### config.mk
export PLATFORM = sky130hd
export DESIGN_NAME = wb_write_arbiter_flat
export DESIGN_NICKNAME = d
export VERILOG_FILES = /design/src/rtl/wb_write_arbiter_pkg.sv /design/src/rtl/wb_write_arbiter_if.sv /design/src/rtl/wb_side_fifo.sv /design/src/rtl/wb_write_arbiter.sv /design/src/flat_wrapper.sv
export SDC_FILE = /design/constraint.sdc
export NUM_CORES = 1
export LEC_CHECK = 0
export ABC_AREA = 1
export ABC_CLOCK_PERIOD_IN_PS = 5150
export CELL_PAD_IN_SITES_DETAIL_PLACEMENT = 1
export CELL_PAD_IN_SITES_GLOBAL_PLACEMENT = 1
export CORE_MARGIN = 1
export CORE_UTILIZATION = 40
export CTS_BUF_LIST = sky130_fd_sc_hd__clkbuf_2 sky130_fd_sc_hd__clkbuf_4 sky130_fd_sc_hd__clkbuf_8
export DETAILED_ROUTE_END_ITERATION = 12
export PLACE_DENSITY_LB_ADDON = 0.08
export SLEW_MARGIN = 20
export SYNTH_ARGS = -nofsm -noshare
export SYNTH_HDL_FRONTEND = slang
export SYNTH_HIERARCHICAL = 1
export SYNTH_SLANG_ARGS = --single-unit
### constraint.sdc
create_clock -name clk -period 5.15 [get_ports clk]
set_input_delay 1.03 -clock clk [delete_from_list [all_inputs] [get_ports clk]]
set_output_delay 1.03 -clock clk [all_outputs]
set_load 0.05 [all_outputs]
### src/rtl/wb_write_arbiter_pkg.sv
// Shared constants and helpers for the write-back port arbiter.
package wb_write_arbiter_pkg;

    localparam int unsigned ADDRESS_LEN = 32;
    localparam int unsigned REG_IDX_W   = 4;
    localparam int unsigned REG_COUNT   = 16;

    // One-hot decode of a register index, used to build pending_mask.
    function automatic logic [REG_COUNT-1:0] reg_onehot(input logic [REG_IDX_W-1:0] r);
        return REG_COUNT'(1) << r;
    endfunction

endpackage

### src/rtl/wb_write_arbiter_if.sv
// Bus bundle for wb_write_arbiter.
//   slave  : arbiter side (consumes pipeline/side requests, drives register-file write)
//   master : environment side (pipeline, side writer, register file, hazard unit)
interface wb_write_arbiter_if
    import wb_write_arbiter_pkg::*;
#(
    parameter int unsigned DATA_W     = ADDRESS_LEN,
    parameter int unsigned FIFO_DEPTH = 4
);
    localparam int unsigned CNT_W = $clog2(FIFO_DEPTH) + 1;

    logic                  pipe_wb_en;
    logic [REG_IDX_W-1:0]  pipe_dest;
    logic [DATA_W-1:0]     pipe_value;
    logic                  side_valid;
    logic                  side_ready;
    logic [REG_IDX_W-1:0]  side_dest;
    logic [DATA_W-1:0]     side_value;
    logic                  rf_wr_en;
    logic [REG_IDX_W-1:0]  rf_dest;
    logic [DATA_W-1:0]     rf_value;
    logic                  stall_req;
    logic [REG_COUNT-1:0]  pending_mask;
    logic [CNT_W-1:0]      fifo_count;

    modport slave (
        input  pipe_wb_en, pipe_dest, pipe_value,
        input  side_valid, side_dest, side_value,
        output side_ready,
        output rf_wr_en, rf_dest, rf_value,
        output stall_req, pending_mask, fifo_count
    );

    modport master (
        output pipe_wb_en, pipe_dest, pipe_value,
        output side_valid, side_dest, side_value,
        input  side_ready,
        input  rf_wr_en, rf_dest, rf_value,
        input  stall_req, pending_mask, fifo_count
    );

endinterface

### src/rtl/wb_side_fifo.sv
// Synchronous FIFO holding buffered side writes as {dest, value}.
// Ports: clk, rst (async active-low), push/push_dest/push_value, pop,
//        head_dest/head_value, full, empty, count, entry_valid, entry_dests.
module wb_side_fifo
    import wb_write_arbiter_pkg::*;
#(
    parameter int unsigned DATA_W = ADDRESS_LEN,
    parameter int unsigned DEPTH  = 4
) (
    input  logic                          clk,
    input  logic                          rst,
    input  logic                          push,
    input  logic [REG_IDX_W-1:0]          push_dest,
    input  logic [DATA_W-1:0]             push_value,
    input  logic                          pop,
    output logic [REG_IDX_W-1:0]          head_dest,
    output logic [DATA_W-1:0]             head_value,
    output logic                          full,
    output logic                          empty,
    output logic [$clog2(DEPTH):0]        count,
    output logic [DEPTH-1:0]              entry_valid,
    output logic [DEPTH*REG_IDX_W-1:0]    entry_dests
);
    localparam int unsigned PTR_W   = $clog2(DEPTH);
    localparam int unsigned CNT_W   = PTR_W + 1;
    localparam int unsigned ENTRY_W = REG_IDX_W + DATA_W;

    logic [ENTRY_W-1:0] mem [DEPTH];
    // Pointers carry one extra wrap bit so full and empty are distinguishable.
    logic [CNT_W-1:0]   wr_ptr;
    logic [CNT_W-1:0]   rd_ptr;

    assign count = wr_ptr - rd_ptr;
    assign empty = (wr_ptr == rd_ptr);
    assign full  = (count == CNT_W'(DEPTH));

    assign {head_dest, head_value} = mem[rd_ptr[PTR_W-1:0]];

    // Pointer update.
    always_ff @(posedge clk or negedge rst) begin
        if (!rst) begin
            wr_ptr <= '0;
            rd_ptr <= '0;
        end else begin
            if (push) wr_ptr <= wr_ptr + CNT_W'(1);
            if (pop)  rd_ptr <= rd_ptr + CNT_W'(1);
        end
    end

    // Storage; contents are qualified by the pointers, so no reset needed.
    always_ff @(posedge clk) begin
        if (push) mem[wr_ptr[PTR_W-1:0]] <= {push_dest, push_value};
    end

    // Slot i is valid when its distance from the head is below the occupancy.
    for (genvar i = 0; i < DEPTH; i++) begin : g_entry
        logic [PTR_W-1:0] offset;
        assign offset         = PTR_W'(i) - rd_ptr[PTR_W-1:0];
        assign entry_valid[i] = (CNT_W'(offset) < count);
        assign entry_dests[i*REG_IDX_W +: REG_IDX_W] = mem[i][ENTRY_W-1 -: REG_IDX_W];
    end

endmodule

### src/rtl/wb_write_arbiter.sv
// Arbitrates the single register-file write port between the pipeline
// write-back path (priority) and a FIFO-buffered side writer, forcing a
// one-cycle stall when side writes starve.
// Ports: clk, rst (async active-low), bus (wb_write_arbiter_if.slave).
module wb_write_arbiter
    import wb_write_arbiter_pkg::*;
#(
    parameter int unsigned DATA_W     = ADDRESS_LEN,
    parameter int unsigned FIFO_DEPTH = 4,
    parameter int unsigned STARVE_MAX = 4
) (
    input  logic              clk,
    input  logic              rst,
    wb_write_arbiter_if.slave bus
);
    localparam int unsigned CNT_W    = $clog2(FIFO_DEPTH) + 1;
    localparam int unsigned STARVE_W = $clog2(STARVE_MAX + 1);

    logic                            push;
    logic                            pop;
    logic [REG_IDX_W-1:0]            head_dest;
    logic [DATA_W-1:0]               head_value;
    logic                            full;
    logic                            empty;
    logic [CNT_W-1:0]                count;
    logic [FIFO_DEPTH-1:0]           entry_valid;
    logic [FIFO_DEPTH*REG_IDX_W-1:0] entry_dests;

    logic [STARVE_W-1:0]             starve_cnt;
    logic                            stall;
    logic                            grant_pipe;
    logic                            grant_side;
    logic [REG_COUNT-1:0]            mask;

    logic                            rf_wr_en;
    logic [REG_IDX_W-1:0]            rf_dest;
    logic [DATA_W-1:0]               rf_value;

    wb_side_fifo #(
        .DATA_W (DATA_W),
        .DEPTH  (FIFO_DEPTH)
    ) u_fifo (
        .clk         (clk),
        .rst         (rst),
        .push        (push),
        .push_dest   (bus.side_dest),
        .push_value  (bus.side_value),
        .pop         (pop),
        .head_dest   (head_dest),
        .head_value  (head_value),
        .full        (full),
        .empty       (empty),
        .count       (count),
        .entry_valid (entry_valid),
        .entry_dests (entry_dests)
    );

    // Grant decision; the head is granted only from registered FIFO state,
    // so a write accepted this cycle can never bypass to the port.
    assign stall      = (starve_cnt == STARVE_W'(STARVE_MAX)) && !empty;
    assign grant_pipe = !stall && bus.pipe_wb_en;
    assign grant_side = stall || (!bus.pipe_wb_en && !empty);
    assign pop        = grant_side;
    assign push       = bus.side_valid && !full;

    // OR-decode of destinations of all live entries.
    always_comb begin
        mask = '0;
        for (int i = 0; i < int'(FIFO_DEPTH); i++) begin
            if (entry_valid[i]) mask = mask | reg_onehot(entry_dests[i*REG_IDX_W +: REG_IDX_W]);
        end
    end

    // Output register and starvation counter.
    always_ff @(posedge clk or negedge rst) begin
        if (!rst) begin
            rf_wr_en   <= 1'b0;
            rf_dest    <= '0;
            rf_value   <= '0;
            starve_cnt <= '0;
        end else begin
            rf_wr_en <= grant_side || grant_pipe;
            if (grant_side) begin
                rf_dest  <= head_dest;
                rf_value <= head_value;
            end else if (grant_pipe) begin
                rf_dest  <= bus.pipe_dest;
                rf_value <= bus.pipe_value;
            end

            if (pop || empty) begin
                starve_cnt <= '0;
            end else if (grant_pipe && (starve_cnt != STARVE_W'(STARVE_MAX))) begin
                starve_cnt <= starve_cnt + STARVE_W'(1);
            end
        end
    end

    assign bus.side_ready   = !full;
    assign bus.stall_req    = stall;
    assign bus.pending_mask = mask;
    assign bus.fifo_count   = count;
    assign bus.rf_wr_en     = rf_wr_en;
    assign bus.rf_dest      = rf_dest;
    assign bus.rf_value     = rf_value;

endmodule

### src/flat_wrapper.sv
// flat-port wrapper written by rule: the top's interface ports become plain ports
module wb_write_arbiter_flat import wb_write_arbiter_pkg::*;
#(
    parameter int unsigned DATA_W     = ADDRESS_LEN,
    parameter int unsigned FIFO_DEPTH = 4,
    parameter int unsigned STARVE_MAX = 4
)
  (clk, rst, bus_pipe_wb_en, bus_pipe_dest, bus_pipe_value, bus_side_valid, bus_side_dest, bus_side_value, bus_side_ready, bus_rf_wr_en, bus_rf_dest, bus_rf_value, bus_stall_req, bus_pending_mask, bus_fifo_count);
  wb_write_arbiter_if #(.DATA_W(DATA_W), .FIFO_DEPTH(FIFO_DEPTH)) bus_i ();
  input  logic clk;
  input  logic rst;
  input wire logic [$bits(bus_i.pipe_wb_en)-1:0] bus_pipe_wb_en;
  input wire logic [$bits(bus_i.pipe_dest)-1:0] bus_pipe_dest;
  input wire logic [$bits(bus_i.pipe_value)-1:0] bus_pipe_value;
  input wire logic [$bits(bus_i.side_valid)-1:0] bus_side_valid;
  input wire logic [$bits(bus_i.side_dest)-1:0] bus_side_dest;
  input wire logic [$bits(bus_i.side_value)-1:0] bus_side_value;
  output wire logic [$bits(bus_i.side_ready)-1:0] bus_side_ready;
  output wire logic [$bits(bus_i.rf_wr_en)-1:0] bus_rf_wr_en;
  output wire logic [$bits(bus_i.rf_dest)-1:0] bus_rf_dest;
  output wire logic [$bits(bus_i.rf_value)-1:0] bus_rf_value;
  output wire logic [$bits(bus_i.stall_req)-1:0] bus_stall_req;
  output wire logic [$bits(bus_i.pending_mask)-1:0] bus_pending_mask;
  output wire logic [$bits(bus_i.fifo_count)-1:0] bus_fifo_count;
  assign bus_i.pipe_wb_en = bus_pipe_wb_en;
  assign bus_i.pipe_dest = bus_pipe_dest;
  assign bus_i.pipe_value = bus_pipe_value;
  assign bus_i.side_valid = bus_side_valid;
  assign bus_i.side_dest = bus_side_dest;
  assign bus_i.side_value = bus_side_value;
  assign bus_side_ready = bus_i.side_ready;
  assign bus_rf_wr_en = bus_i.rf_wr_en;
  assign bus_rf_dest = bus_i.rf_dest;
  assign bus_rf_value = bus_i.rf_value;
  assign bus_stall_req = bus_i.stall_req;
  assign bus_pending_mask = bus_i.pending_mask;
  assign bus_fifo_count = bus_i.fifo_count;
  wb_write_arbiter #(.DATA_W(DATA_W), .FIFO_DEPTH(FIFO_DEPTH), .STARVE_MAX(STARVE_MAX)) u_core (.clk(clk), .rst(rst), .bus(bus_i));
endmodule
Word level (Yosys, flattened, before mapping)
Memories as Yosys holds them, arrays and structs flattened.
Index checks and enable logic that the tools add are counted.
{"block": "op_classes", "n_addsub": 8, "n_lt_le_gt_ge": 4, "eq_ne": 4, "n_shift": 4, "mux": 12, "bitwise": 3, "n_reduce_logical": 14}
{"op": "$mux 16", "n": 4}
{"op": "$mux 32", "n": 2}
{"op": "$shl 1x4->16 const A", "n": 4}
{"op": "$or 16x16->16", "n": 3}
{"op": "$lt 2x3->1", "n": 4}
{"op": "$add 3x1->3 const B", "n": 3}
{"op": "$mux 4", "n": 2}
{"op": "$eq 3x3->1 const B", "n": 2}
{"op": "$mux 3", "n": 2}
{"op": "$logic_and 1x1->1", "n": 5}
{"op": "$logic_not 1->1", "n": 4}
{"op": "$reduce_bool 2->1", "n": 2}
{"op": "$sub 1x2->2 const A", "n": 2}
{"op": "$sub 2x2->2 const A", "n": 2}
{"op": "$eq 3x3->1", "n": 1}
{"op": "$logic_or 1x1->1", "n": 3}
{"op": "$ne 3x3->1 const B", "n": 1}
{"op": "$sub 3x3->3", "n": 1}
{"op": "$mux 1", "n": 2}
{"block": "totals", "regBits": 46, "mem_bits_rw": 144, "in_bits": 76, "output_inout_bits": 58, "wordCells": 56, "mem_count": 1}
{"name": "u_core.u_fifo.mem", "depth": 4, "word_bits": 36, "read_ports": 5, "rd_clocked_by_memory_dff": 0, "wr": 1, "line": "wb_side_fifo.sv:28", "rtl": "logic [ENTRY_W-1:0] mem [DEPTH];"}

Logic depth before layout (Yosys ltp)
Gate-level depths: netlist of run 1.
{"block": "depth", "word_depth": 9, "depth_mapped": 15, "ltp_nobuf": 15}

By module
Netlist of run 1, hierarchy kept.
{"mod": "wb_side_fifo", "n_inst": 1, "cells_each": 471, "area_each_um2": 6120.9, "seq_area_each_um2": 4474.3}
{"mod": "wb_write_arbiter", "n_inst": 1, "cells_each": 487, "area_each_um2": 3030.4, "seq_area_each_um2": 1001.0}

Worst setup path before layout of run 1
OpenSTA, ideal clock, no wires.
{"block": "synth_timing", "kind": "register to output", "startpoint": "register u_core.u_fifo.rd_ptr[1]", "endpoint": "output port bus_pending_mask[0]", "arrival_ns": 3.141, "required_time_ns": 4.120, "path_slack_ns": 0.979, "stages_incl_launch_ff": 16, "n_path_buf": 2, "cell_sequence": "dfrtp_1 -> inv_1 -> buf_4 -> buf_2 -> fa_1 -> inv_1 -> ha_1 -> inv_1 -> o21bai_1 -> nand3_1 -> inv_1 -> nor2_1 -> nand3_1 -> nand2_1 -> inv_1 -> nand2_1"}
{"block": "synth_via", "elab_cells_between_ends": 16, "classes_between": "5 x add/sub; 4 x order compare; 4 x mux; 3 x bitwise"}
{"element": "start: declaration", "line": "wb_side_fifo.sv:31", "rtl": "logic [CNT_W-1:0] rd_ptr;"}
{"element": "start signal: assignment", "line": "wb_side_fifo.sv:46", "rtl": "if (pop) rd_ptr <= rd_ptr + CNT_W'(1);"}
{"element": "$sub 3x3->3 *", "line": "wb_side_fifo.sv:33", "rtl": "assign count = wr_ptr - rd_ptr;"}
{"element": "net bus_fifo_count[1]", "line": "flat_wrapper.sv:24", "rtl": "output wire logic [$bits(bus_i.fifo_count)-1:0] bus_fifo_count;"}
{"element": "$lt 2x3->1 *", "line": "wb_side_fifo.sv:59", "rtl": "assign entry_valid[i] = (CNT_W'(offset) < count);"}
{"element": "net u_core.entry_valid[2]", "line": "wb_write_arbiter.sv:26", "rtl": "logic [FIFO_DEPTH-1:0] entry_valid;"}
{"element": "$mux 16 *", "line": "wb_write_arbiter.sv:70", "rtl": "if (entry_valid[i]) mask = mask | reg_onehot(entry_dests[i*REG_IDX_W +: REG_IDX_W]);"}
{"element": "$or 16x16->16", "line": "wb_write_arbiter.sv:70"}
{"element": "$mux 16 *", "line": "wb_write_arbiter.sv:70"}
{"element": "end: declaration", "line": "flat_wrapper.sv:23", "rtl": "output wire logic [$bits(bus_i.pending_mask)-1:0] bus_pending_mask;"}
Mark *: on every way through the listed nets, which the timed path passes. The rest lies on a longest branch.

Worst setup path in the final report of run 1
{"block": "layout_timing", "startpoint": "register u_core.u_fifo.wr_ptr[0]", "endpoint": "output port bus_pending_mask[8]"}
{"block": "layout_via", "elab_cells_between_ends": 12, "classes_between": "1 x add/sub; 4 x order compare; 4 x mux; 3 x bitwise"}
{"element": "start: declaration", "line": "wb_side_fifo.sv:30", "rtl": "logic [CNT_W-1:0] wr_ptr;"}
{"element": "start signal: assignment", "line": "wb_side_fifo.sv:45", "rtl": "if (push) wr_ptr <= wr_ptr + CNT_W'(1);"}
{"element": "$sub 3x3->3 *", "line": "wb_side_fifo.sv:33"}
{"element": "$lt 2x3->1 *", "line": "wb_side_fifo.sv:59"}
{"element": "net u_core.entry_valid[1]", "line": "wb_write_arbiter.sv:26"}
{"element": "$mux 16 *", "line": "wb_write_arbiter.sv:70"}
{"element": "$or 16x16->16", "line": "wb_write_arbiter.sv:70"}
{"element": "$mux 16 *", "line": "wb_write_arbiter.sv:70"}
{"element": "$or 16x16->16", "line": "wb_write_arbiter.sv:70"}
{"element": "$mux 16 *", "line": "wb_write_arbiter.sv:70"}
Marks and branches as above.

==> flow_summary.ini, run 1 <==
[detailed_routing]
viasPerCell = 5.11
avgRoutedWirePerCell_um = 18.1
drt-pass1-iter-count = 4
routed_wl_mm = 24.4
met2_length_mm = 12.4
vias = 6885
m1WireLength_mm = 10.9
remaining_drc_errors = 0
ant_nets = 0
dr_wl_met3_um = 823
drtIter0Drc = 252
dr.max_layer_used = met5

[placement]
place_congestion = 0.848
numPortBuffers = 133
hpwl_mm = 15.5

[worst_hold_path]
min_path_type = reg2reg
whs_path_depth = 1
min_to = u_core/starve_cnt[0]
hp-start = u_core/starve_cnt[0]

[floorplanning]
dieArea_mm2 = 0.0235
die_x_um = 153
num_rows = 54
ios = 134
core_area_mm2 = 0.0221
die_h_um = 153
start_util_pct = 41.4

[timing]
worst-slew-pin-transition_ns = 1.03
rsz0062_at_grt = no
setup_viol = 0
fin_crit_sh_pct = 94.3
fin_crit_ns = 4.86
slew_violations = 0
slew_headroom_pct = 31.0
skew_ns = 0.0161
fmax_mhz = 206
fin_tns_setup_ns = 0
hold_viol = 0

[yosys]
synth_ff_type = edfxtp_1
syn-num-nets = 1051
synth.top_cell.area_share_pct = 47.3
synth_seq_cells = 190
synth_area_leaders = edfxtp_1 (47%), dfrtp_1 (13%), nand2_1 (8.7%)
synth_async_sr_flop_share_pct = 24.2
synth.largest_area_cell = edfxtp_1
synthCells = 958
synthTopCellsByCount = nand2_1 (212), nor2_1 (147), edfxtp_1 (144)
syn_area_mm2 = 0.00915
ys_seq_area_share_pct = 59.8
syn-mean-instance-area_um2 = 9.55
yosys_warnings = 6
synth.most_common_cell = nand2_1
synth_edf_count = 144
synth_cell_types = 25

[critical_path]
worstPathRequired_ns = 4.12
worstSetupEndpointType = output pin
worst-setup-path-type = reg2out
r2r-end = u_core/bus.rf_value[31]
critical_path.startpoint_type = register
r2r_cells = 11
reg2reg_from = u_core/u_fifo/rd_ptr[1]
critPathArrivalTime_ns = 3.83
rrSetupSlack_ns = 1.77
cp_max_fo = 8

[global_routing]
grt_pass1_vias = 7069
grt.total_usage_pct = 21.8
grt_antenna_before_repair = 1
grt_max_degree = 77
grt-ovfl-total = 0
grt_pass1_wl_mm = 39.2

[pwr]
power.leakage_nw = 4.62
power_mw = 7.43
vdd_drop_max_mv = 0.314
powerDensity_mw_per_mm2 = 679

[layout]
layout-drive-gt1-share_pct = 5.25
multi_input_area_mm2 = 0.00300
fill_cells = 2501
regArea_mm2 = 0.00548
diodes = 0
syn2layout_area_growth_pct = 19.4
final_nets = 1147

[clock_network]
clkLatencyLatePin_ns = 0.46
htreeDepth = 4
cts_buffers = 17
cts_tree = built
cts_sinks = 190
clockRootBuffer = clkbuf_8
path_clk_slew_ns = 0.11
cts_setup_buffers = 0
clock_path_buffers = 2

[outcome]
outcome = finished, final reports clean

[job]
maxCapViolCount = 0
routing by layer:
layer / global-route usage, % / vias up
met1: 27.6 / 3380
li1: - / 3362
met5: 0 / -
met2: 38.9 / 122
met3: 3.66 / 19
met4: 4.91 / 2
cells in the final DEF (no fill, tap or decap), drive strengths merged, types with 4 or more instances in the layout:
cell type,count
buf,10
nand3b,37
nand3,88
dfrtp,46
clkdlybuf4s50,120
xor2,4
o21ai,111
ha,16
nand4,5
clkbuf,18
edfxtp,144
nor2,147
inv,82
nand2,214
dlymetal6s2s,11
o21bai,4
repair_timing:
item | CTS | global route
setup endpoints to repair | 0 | 12
hold buffers | 0 | 0
gates resized for setup | 0 | 13
critical path, stage by stage (launching register included):
cell	delay, ns
dfrtp_1	0.46
inv_1	0.15
ha_1	0.16
inv_1	0.05
fa_1	0.50
inv_1	0.12
ha_1	0.29
o21bai_1	0.07
nand3_1	0.12
inv_1	0.06
nor2_2	0.32
nand3_1	0.13
nand4_1	0.12
clkdlybuf4s50_1	0.81
layout make-up:
type                    instances  area share [%]
well taps                     280            3.21
clock buffers                  18            2.21
repair buffers                141            13.0
clock inverters                14            1.52
flip-flops and latches        190            50.1
multi-input cells             632            27.5
inverters                      72            2.47
state kept, by name (all words and copies together), names as in the netlist:
name	flops
u_core/bus.rf_dest	4
u_core/bus.rf_value	32
u_core/bus.rf_wr_en	1
u_core/starve_cnt	3
u_core/u_fifo/mem	144
u_core/u_fifo/rd_ptr	3
u_core/u_fifo/wr_ptr	3
report_power, final:
group | internal [mW] | leakage (nW) | switching, mW
sequential | 2.15 | 1.85 | 0.227
clock | 0.418 | 0.209 | 0.589
combinational | 1.19 | 2.56 | 2.85
per-stage QoR:
| stage | cell area [um2] | hold WS [ns] | worst slack (ns) | util, % | cells |
|---|---|---|---|---|---|
| after floorplan | 9150 | 0.431 | 0.979 | - | 958 |
| after global placement | 10500 | 0.458 | 0.615 | 47.5 | 1315 |
| after detailed placement | 10500 | 0.469 | 0.521 | 47.5 | 1315 |
| after CTS | 10900 | 0.483 | 0.00214 | 49.3 | 1347 |
| after global routing | 10900 | 0.518 | 0.0672 | 49.5 | 1347 |
| final | 10900 | 0.478 | 0.293 | 49.5 | 1347 |
cell families after synthesis:
family	Yosys count	synth area share (%)
simple gates	493	23.2
flops	190	59.8
buf+inv	136	7.56
compound gates	117	6.51
fa+ha+maj	17	2.41
xor+xnor	5	0.479
worst max-delay path by stage:
stage | start | end
global placement | u_core/u_fifo/wr_ptr[0] | bus_pending_mask[0]
finish | u_core/u_fifo/wr_ptr[0] | bus_pending_mask[8]
floorplan | u_core/u_fifo/rd_ptr[1] | bus_pending_mask[0]
detailed placement | u_core/u_fifo/wr_ptr[0] | bus_pending_mask[0]
CTS | u_core/u_fifo/wr_ptr[0] | bus_pending_mask[0]
global route | u_core/u_fifo/wr_ptr[0] | bus_pending_mask[8]
No activity file was read; power rests on OpenSTA's default activity.
==> run 2, diff against run 1 <==
Settings changed: ABC_CLOCK_PERIOD_IN_PS 5150 to 4000, CORE_UTILIZATION 40 to 39, SLEW_MARGIN 20 to 25.
Clock period 5.15 ns to 4 ns, I/O delays scaled along.
==> run 2 against run 1 <==
Setup slack got worse by 0.18 ns. Count of clock-buffer cells in the layout unchanged. Hold slack got worse by 0.14 ns. Clock power rose by 29%. Routed wire length rose by 4.5%. Die area grew 2.5%. Flip-flop and latch count stayed put. Via count up 0.87%. Combinational power grew 49%. Largest cell class unchanged. First-iteration DRC count rose by 23%. Critical endpoint is now bus_pending_mask[12].
==> flow_summary.ini, run 2 (same netlist as run 1, synthesis figures left out) <==
[detailed_routing]
m1WireLength_mm = 11.6
drt-pass1-iter-count = 4
remaining_drc_errors = 0
viasPerCell = 4.97
met2_length_mm = 12.9
avgRoutedWirePerCell_um = 18.3
dr.max_layer_used = met4
ant_nets = 0
routed_wl_mm = 25.5
vias = 6945
dr_wl_met3_um = 805
drtIter0Drc = 310

[critical_path]
worst-setup-path-type = reg2out
r2r_cells = 12
worstSetupEndpointType = output pin
max_stage_delay_ns = 0.58
crit_buf_inv = 6
cp_top_family = adder cells
worstPathRequired_ns = 3.20
r2r-end = u_core/u_fifo/mem[1][32]
critical_path.startpoint_type = register
path_cells = inv_2 -> ha_4 -> inv_1 -> fa_1 -> inv_4 -> ha_4 -> inv_1 -> o21bai_1 -> nand3_1 -> nand2_2 -> inv_4 -> nand3_2 -> nand4_1 -> buf_12
rrSetupSlack_ns = 0.90
critPathArrivalTime_ns = 3.09
cp_slowest_cell = fa_1
reg2reg_from = u_core/u_fifo/wr_ptr[0]
cp_max_fo = 6

[pwr]
power_mw = 10.3
power.leakage_nw = 4.62
powerDensity_mw_per_mm2 = 903
vdd_drop_max_mv = 0.368

[clock_network]
path_clk_slew_ns = 0.11
clkLatencyLatePin_ns = 0.48
htreeDepth = 4
cts_sinks = 190
clockRootBuffer = clkbuf_8
clock_path_buffers = 2
cts_tree = built
cts_hold_buf = 0
cts_buffers = 17

[floorplanning]
core_area_mm2 = 0.0228
num_rows = 55
die_h_um = 155
ios = 134
start_util_pct = 40.1
die_x_um = 155
dieArea_mm2 = 0.0241

[outcome]
outcome = finished, final reports clean

[global_routing]
grt_pass1_vias = 7121
grt-ovfl-total = 0
grt.total_usage_pct = 22.2
grt_max_degree = 77
grt_antenna_before_repair = 1
grt_pass1_wl_mm = 40.3

[job]
maxCapViolCount = 0

[timing]
fin_crit_ns = 3.89
rsz0062_at_grt = yes
slew_violations = 0
fin_crit_sh_pct = 97.2
setup_viol = 0
hold_viol = 0
fin_tns_setup_ns = 0
skew_ns = 0.0188
fmax_mhz = 257
slew_headroom_pct = 51.4
worst-slew-pin-transition_ns = 0.729

[placement]
numPortBuffers = 133
hpwl_mm = 16.3
place_congestion = 0.872

[layout]
mostFrequentLayoutCells = nand2_1 (200), edfxtp_1 (144), nor2_1 (140), clkdlybuf4s50_1 (115), nand3_1 (78)
largest_register_ffs = 144
layout-drive-gt1-share_pct = 11.5
final_nets = 1162
finish.utilization_pct = 50.1
final_common_cell = nand2_1
fill_cells = 2573
syn2layout_area_growth_pct = 25.2

[worst_hold_path]
min_path_type = in2async
==> run 2: changes by cell type in the layout (fill, tap and decap cells not counted), moves of 4 or more <==
| cell | before | now |
|---|---|---|
| nand3_2 | 1 | 10 |
| buf_12 | 1 | 23 |
| nand3_1 | 87 | 78 |
| inv_2 | 7 | 14 |
| dlymetal6s2s_1 | 11 | 0 |
| nand2_1 | 212 | 200 |
| nand2_2 | 2 | 14 |
| nor2_1 | 145 | 140 |
| clkdlybuf4s50_1 | 120 | 115 |
| inv_1 | 65 | 56 |
| inv_6 | 7 | 3 |
| buf_4 | 8 | 15 |
==> run 2: timing repair <==
action,in CTS,in global routing
buffers inserted,1,7
hold endpoints to repair,0,0
pin swaps,0,13
setup endpoints to repair,16,16
resized for setup,4,44
==> run 2: worst max-delay path by stage <==
| stage | startpoint | endpoint | slack, ns | depth (start not counted) |
|---|---|---|---|---|
| 6_report | u_core/u_fifo/wr_ptr[0] | bus_pending_mask[12] | 0.11 | 14 |
| 5_1_grt | u_core/u_fifo/wr_ptr[0] | bus_pending_mask[12] | -0.09 | 13 |
| 4_1_cts | u_core/u_fifo/wr_ptr[0] | bus_pending_mask[1] | 0.01 | 16 |
| 3_5_place_dp | u_core/u_fifo/wr_ptr[0] | bus_pending_mask[1] | 0.24 | 16 |
| 3_3_place_gp | u_core/u_fifo/wr_ptr[0] | bus_pending_mask[1] | 0.34 | 16 |
| 2_1_floorplan | u_core/u_fifo/rd_ptr[1] | bus_pending_mask[0] | 0.06 | 15 |
==> run 2: routing by layer <==
layer	vias to the layer above	global-route usage (%)
met1	3416	28.9
met4	0	5.60
met5	-	0
met2	114	38.6
li1	3396	-
met3	19	3.70
==> run 2: power breakdown <==
group | internal (mW) | total [mW] | switching [mW]
sequential | 2.76 | 3.04 | 0.280
combinational | 2.01 | 6.00 | 3.99
clock | 0.535 | 1.30 | 0.765
==> run 2: area by class of cell <==
class                   instances  area (um2)  share of cell area [%]
flip-flops and latches        190        5480                    47.8
inverters                      72         275                    2.40
multi-input cells             632        3140                    27.4
clock inverters                14         174                    1.52
well taps                     313         392                    3.42
repair buffers                156        1750                    15.3
diodes                          1        2.50                  0.0218
clock buffers                  18         241                    2.11
==> run 2: through the flow <==
stage	cells	hold WS [ns]	area, um2	worst slack [ns]
final	1396	0.341	11500	0.113
after global routing	1395	0.367	11500	-0.0940
after CTS	1391	0.347	11300	0.0130
after detailed placement	1358	0.457	10800	0.238
after global placement	1358	0.452	10800	0.341
after floorplan	958	0.431	9150	0.0595
==> patch 1, RTL diff (flow settings as in run 2) <==
`FIFO_DEPTH` is set to 4 in 3 places; all go to 8.
--- a/src/rtl/wb_write_arbiter_if.sv
+++ b/src/rtl/wb_write_arbiter_if.sv
@@ -6,5 +6,5 @@
 #(
     parameter int unsigned DATA_W     = ADDRESS_LEN,
-    parameter int unsigned FIFO_DEPTH = 4
+    parameter int unsigned FIFO_DEPTH = 8
 );
     localparam int unsigned CNT_W = $clog2(FIFO_DEPTH) + 1;
--- a/src/rtl/wb_write_arbiter.sv
+++ b/src/rtl/wb_write_arbiter.sv
@@ -7,5 +7,5 @@
 #(
     parameter int unsigned DATA_W     = ADDRESS_LEN,
-    parameter int unsigned FIFO_DEPTH = 4,
+    parameter int unsigned FIFO_DEPTH = 8,
     parameter int unsigned STARVE_MAX = 4
 ) (
--- a/src/flat_wrapper.sv
+++ b/src/flat_wrapper.sv
@@ -3,5 +3,5 @@
 #(
     parameter int unsigned DATA_W     = ADDRESS_LEN,
-    parameter int unsigned FIFO_DEPTH = 4,
+    parameter int unsigned FIFO_DEPTH = 8,
     parameter int unsigned STARVE_MAX = 4
 )
Interface: changed (resized bus_fifo_count); port bits go from 134 to 135. The function was not compared with the original's and may differ.
==> patch 1 against run 2 <==
The run now ends with setup timing left; final area up 78%; highest routed layer unchanged; setup slack worse by 0.39 ns; first-iteration DRC count up 110%; wire length up 100%; power up 76%; global-route usage up 2.3 points; synthesized cell count up 110%; sequential cell count up 146; non-clock buffer count up 20; die area up 83%; synthesized area up 84%; sequential share of layout area up 0.45 points.
==> patch 1: results (changes against run 2) <==
Skew final -> 0.0146 ns (-0.00423 ns)
Max reg flops -> 288 (+100%)
Crit-path slowest cell -> fa_2
Dpl hpwl -> 34.8 mm (+110%)
Final setup violation count -> 16 (+16)
Final worst slack -> -0.276 ns (-0.390 ns)
Reg-to-reg setup timing slack -> 0.40 ns (-0.50 ns)
Number of global-route vias before repair -> 14307 (+100%)
Critical Path End -> bus_pending_mask[0]
Net Sw Frac -> 47.0% (-1.7 points)
Global-route wire length before repair -> 81.4 mm (+100%)
Post-synth top cells -> 1027 x nand2_1, 288 x edfxtp_1, 230 x inv_1
Latest clock arrival within the worst-skew pair -> 0.63 ns (+0.15 ns)
Ys async rst share -> 14.3% (-9.9 points)
Tot GR Track Use -> 24.5% (+2.3 points)
TritonCTS buffer count -> 57 (+40)
Sequential share of power -> 27.0% (-2.4 points)
Dpl cell area -> 18800 sq um (+74%)
Reg-to-reg critical path endpoint -> u_core/u_fifo/mem[6][35]$_DFFE_PP_
Largest net degree at the start of global routing -> 80 (+3.9%)
Share of cells above drive strength 1 -> 12.9% (+1.4 points)
Peak supply drop -> 0.000551 V (+50%)
Violated checks -> setup timing
Post-Synth XOR/XNOR Area -> 0.417% (-0.062 points)
Fillers -> 4895 (+90%)
Clk buf depth -> 3 (+1)
FF-to-FF path depth -> 9 (-3)
Drt via density -> 4.92 (-1.1%)
Final layout net count -> 2235 (+92%)
Post-synthesis sequential area ratio -> 58.6% (-1.3 points)
Synth top area cells -> edfxtp_1 51%, nand2_1 23%, dfrtp_1 7.1%, inv_1 5.1%, nand3_1 5.0%
Leakage -> 0.00958 uW (+110%)
Post-synth EDFFs -> 288 (+100%)
Syn_nets -> 2108 (+100%)
DR iter-0 viols -> 645 (+110%)
Compound-cell area share of the yosys netlist -> 0.357% (-6.2 points)
Average wire per standard cell -> 19.1 microns (+4.3%)
Distinct cells, synth -> 23 (-8.0%)
Pre-CTS setup slack -> 0.107 ns (-0.131 ns)
Status -> complete, but fails checks
Synth Area in Adders -> 1.31% (-1.1 points)
Synthesized area -> 16800 sq um (+84%)
patch 1: cell types whose count changed in the layout (fill, tap and decap cells not counted), sizes merged, moves of 3 or more:
| cell | before | now |
|---|---|---|
| nand2 | 214 | 1028 |
| inv | 77 | 236 |
| edfxtp | 144 | 288 |
| o21ai | 111 | 5 |
| nand3 | 88 | 168 |
| clkbuf | 18 | 78 |
| nor2 | 147 | 98 |
| nand3b | 37 | 0 |
| buf | 41 | 64 |
| clkinv | 8 | 23 |
| a21oi | 2 | 7 |
| o21bai | 4 | 0 |
| bufinv | 1 | 4 |
| clkdlybuf4s50 | 115 | 112 |
patch 1: final cells by class:
type / instances / area (sq um) / share of cell area [%]
flip-flops and latches: 336 / 9850 / 48.3
multi-input cells: 1337 / 5870 / 28.7
repair buffers: 176 / 1910 / 9.36
clock buffers: 78 / 973 / 4.77
inverters: 234 / 886 / 4.34
well taps: 539 / 674 / 3.30
clock inverters: 30 / 249 / 1.22
diodes: 1 / 2.50 / 0.0123
patch 1: worst min-delay path by stage:
stage | slack [ns] | start | to
2_1_floorplan | 0.43 | u_core/starve_cnt[0]$_DFFE_PN0P_ | u_core/starve_cnt[0]$_DFFE_PN0P_
3_3_place_gp | 0.45 | u_core/starve_cnt[0]$_DFFE_PN0P_ | u_core/starve_cnt[0]$_DFFE_PN0P_
3_5_place_dp | 0.46 | u_core/starve_cnt[0]$_DFFE_PN0P_ | u_core/starve_cnt[0]$_DFFE_PN0P_
4_1_cts | 0.21 | rst | u_core/bus.rf_value[11]$_DFFE_PN0P_
5_1_grt | 0.24 | rst | u_core/bus.rf_value[30]$_DFFE_PN0P_
6_report | 0.22 | rst | u_core/bus.rf_value[30]$_DFFE_PN0P_
patch 1: per-layer routing:
layer / routed length (microns) / GRT usage, %
met5: 0 / 0
met4: 1680 / 9.11
met3: 1820 / 3.58
met2: 26200 / 43.4
met1: 22400 / 30.2
patch 1: cell families after synthesis:
family | after synthesis
AND/OR/NAND/NOR | 1300
buffers and inverters | 342
flip-flops | 336
adder cells (fa/ha/maj) | 17
AO/OA/AOI/OAI | 12
XOR/XNOR | 8
patch 1: through the flow:
step	setup TNS, ns	hold slack [ns]	power, uW	std cells
global route	-7.25	0.245	19500	2731
finish	-3.69	0.216	18200	2731
global placement	0	0.450	14300	2614
detailed placement	0	0.458	14500	2614
CTS	-4.99	0.206	18200	2726
floorplan	-54.26	0.430	11000	2015
patch 1: timing repair:
action                     CTS  global route
setup endpoints to repair   16            16
buffers inserted             5             4
pin swaps                   39            20
resized for setup           63            35
patch 1: worst reg2reg max path, delay by kind of cell (launching register included):
kind,cells,cell delay [ns]
buf+inv,1,0.26
flops,1,0.47
simple gates,6,1.94
compound gates,1,0.20
fa+ha+maj,1,0.41
==> patch 2, RTL diff (flow settings as in run 2) <==
Made on the original files. Reset style: synchronous (`rst`), changed in 2 clocked blocks. Comments in the files are not updated.
--- a/src/rtl/wb_side_fifo.sv
+++ b/src/rtl/wb_side_fifo.sv
@@ -38,5 +38,5 @@
 
     // Pointer update.
-    always_ff @(posedge clk or negedge rst) begin
+    always_ff @(posedge clk) begin
         if (!rst) begin
             wr_ptr <= '0;
--- a/src/rtl/wb_write_arbiter.sv
+++ b/src/rtl/wb_write_arbiter.sv
@@ -73,5 +73,5 @@
 
     // Output register and starvation counter.
-    always_ff @(posedge clk or negedge rst) begin
+    always_ff @(posedge clk) begin
         if (!rst) begin
             rf_wr_en   <= 1'b0;
Behaviour: differs if rst is asserted again (counterexample within 4 cycles, from zero or initial values and one cycle with rst low); with rst held inactive, the same outputs for 4 cycles.
==> patch 2 against run 2 <==
Setup slack improved by 0.085 ns; core utilization shrank 1.8 points; wire length fell by 5.6%; power shrank 17%; sequential cell count rose by 2; final area down 0.43%; synthesized area rose by 3.0%.
==> patch 2: results (changes against run 2) <==
Dpl hpwl -> 16.1 mm (-1.4%)
Post-synthesis sequential area ratio -> 56.0% (-3.8 points)
M1 WL -> 12.2 mm (+5.7%)
Seq cells post-synth -> 192 (+1.1%)
Reg2reg start -> u_core/u_fifo/wr_ptr[0]$_SDFFE_PN0P_
Total number of vias -> 6825 (-1.7%)
Multi-input gates -> 579 (-8.4%)
Clock buf/inv share -> 3.50% (-0.13 points)
Fillers -> 2685 (+4.4%)
Fraction of area in multi-input gates -> 27.5% (+0.095 points)
DR iter-0 viols -> 372 (+20%)
Bufs w/o clock -> 141 (-9.6%)
DR WL met2 -> 10.6 mm (-18%)
Synthesized area -> 9430 sq um (+3.0%)
Distinct cells, synth -> 30 (+20%)
Synth Area in Adders -> 2.34% (-0.071 points)
Reg-to-reg setup timing slack -> 0.96 ns (+0.06 ns)
Routability cong. -> 0.859 (-1.5%)
Largest net degree at the start of global routing -> 100 (+30%)
Global-route wire length before repair -> 37.3 mm (-7.4%)
Compound-cell area share of the yosys netlist -> 11.9% (+5.4 points)
Metal3 WL -> 934 microns (+16%)
Number of global-route vias before repair -> 6702 (-5.9%)
Grt met2 use -> 30.4% (-8.2 points)
Post-Synth XOR/XNOR Area -> 0.279% (-0.20 points)
Tot GR Track Use -> 20.3% (-1.9 points)
Reg-to-reg critical path endpoint -> u_core/u_fifo/mem[3][33]$_DFFE_PP_
Worst-path maximum fanout -> 9 (+3)
Share of cells above drive strength 1 -> 14.8% (+3.3 points)
Post-synth top cells -> 261 x nand2_1, 159 x inv_1, 144 x edfxtp_1
Non-clock buffers, area share -> 13.7% (-1.6 points)
Max incr delay on CP -> 0.50 ns (-0.08 ns)
Status -> complete, no violations
Skew final -> 0.0134 ns (-0.00540 ns)
N_diodes -> 2 (+1)
Final layout net count -> 1185 (+2.0%)
Slew @ Worst Pin -> 1.03 ns (+0.299 ns)
==> patch 2: cell count changes in the layout (fill, tap and decap cells not counted), moves of 37 or more <==
cell	delta
inv_1	+101
a21oi_1	+60
nand3_1	-37
nand2_1	+57
dfxtp_1	+44
nor2_1	-114
dfrtp_1	-45
o21ai_1	-50
==> patch 2: stage by stage <==
stage | setup slack [ns] | hold slack, ns | util (%) | instances
floorplan | 0.180 | 0.417 | - | 994
global placement | 0.475 | 0.432 | 46.5 | 1392
detailed placement | 0.412 | 0.457 | 46.5 | 1392
CTS | 0.00425 | 0.471 | 48.2 | 1424
global route | 0.00622 | 0.489 | 48.3 | 1426
finish | 0.199 | 0.469 | 48.3 | 1426
==> patch 2: power by group <==
| group | switching (uW) | leakage [uW] | internal, uW | total, uW |
|---|---|---|---|---|
| Combinational | 3080 | 0.00273 | 1450 | 4520 |
| Sequential | 243 | 0.00172 | 2580 | 2820 |
| Clock | 751 | 0.000195 | 529 | 1280 |
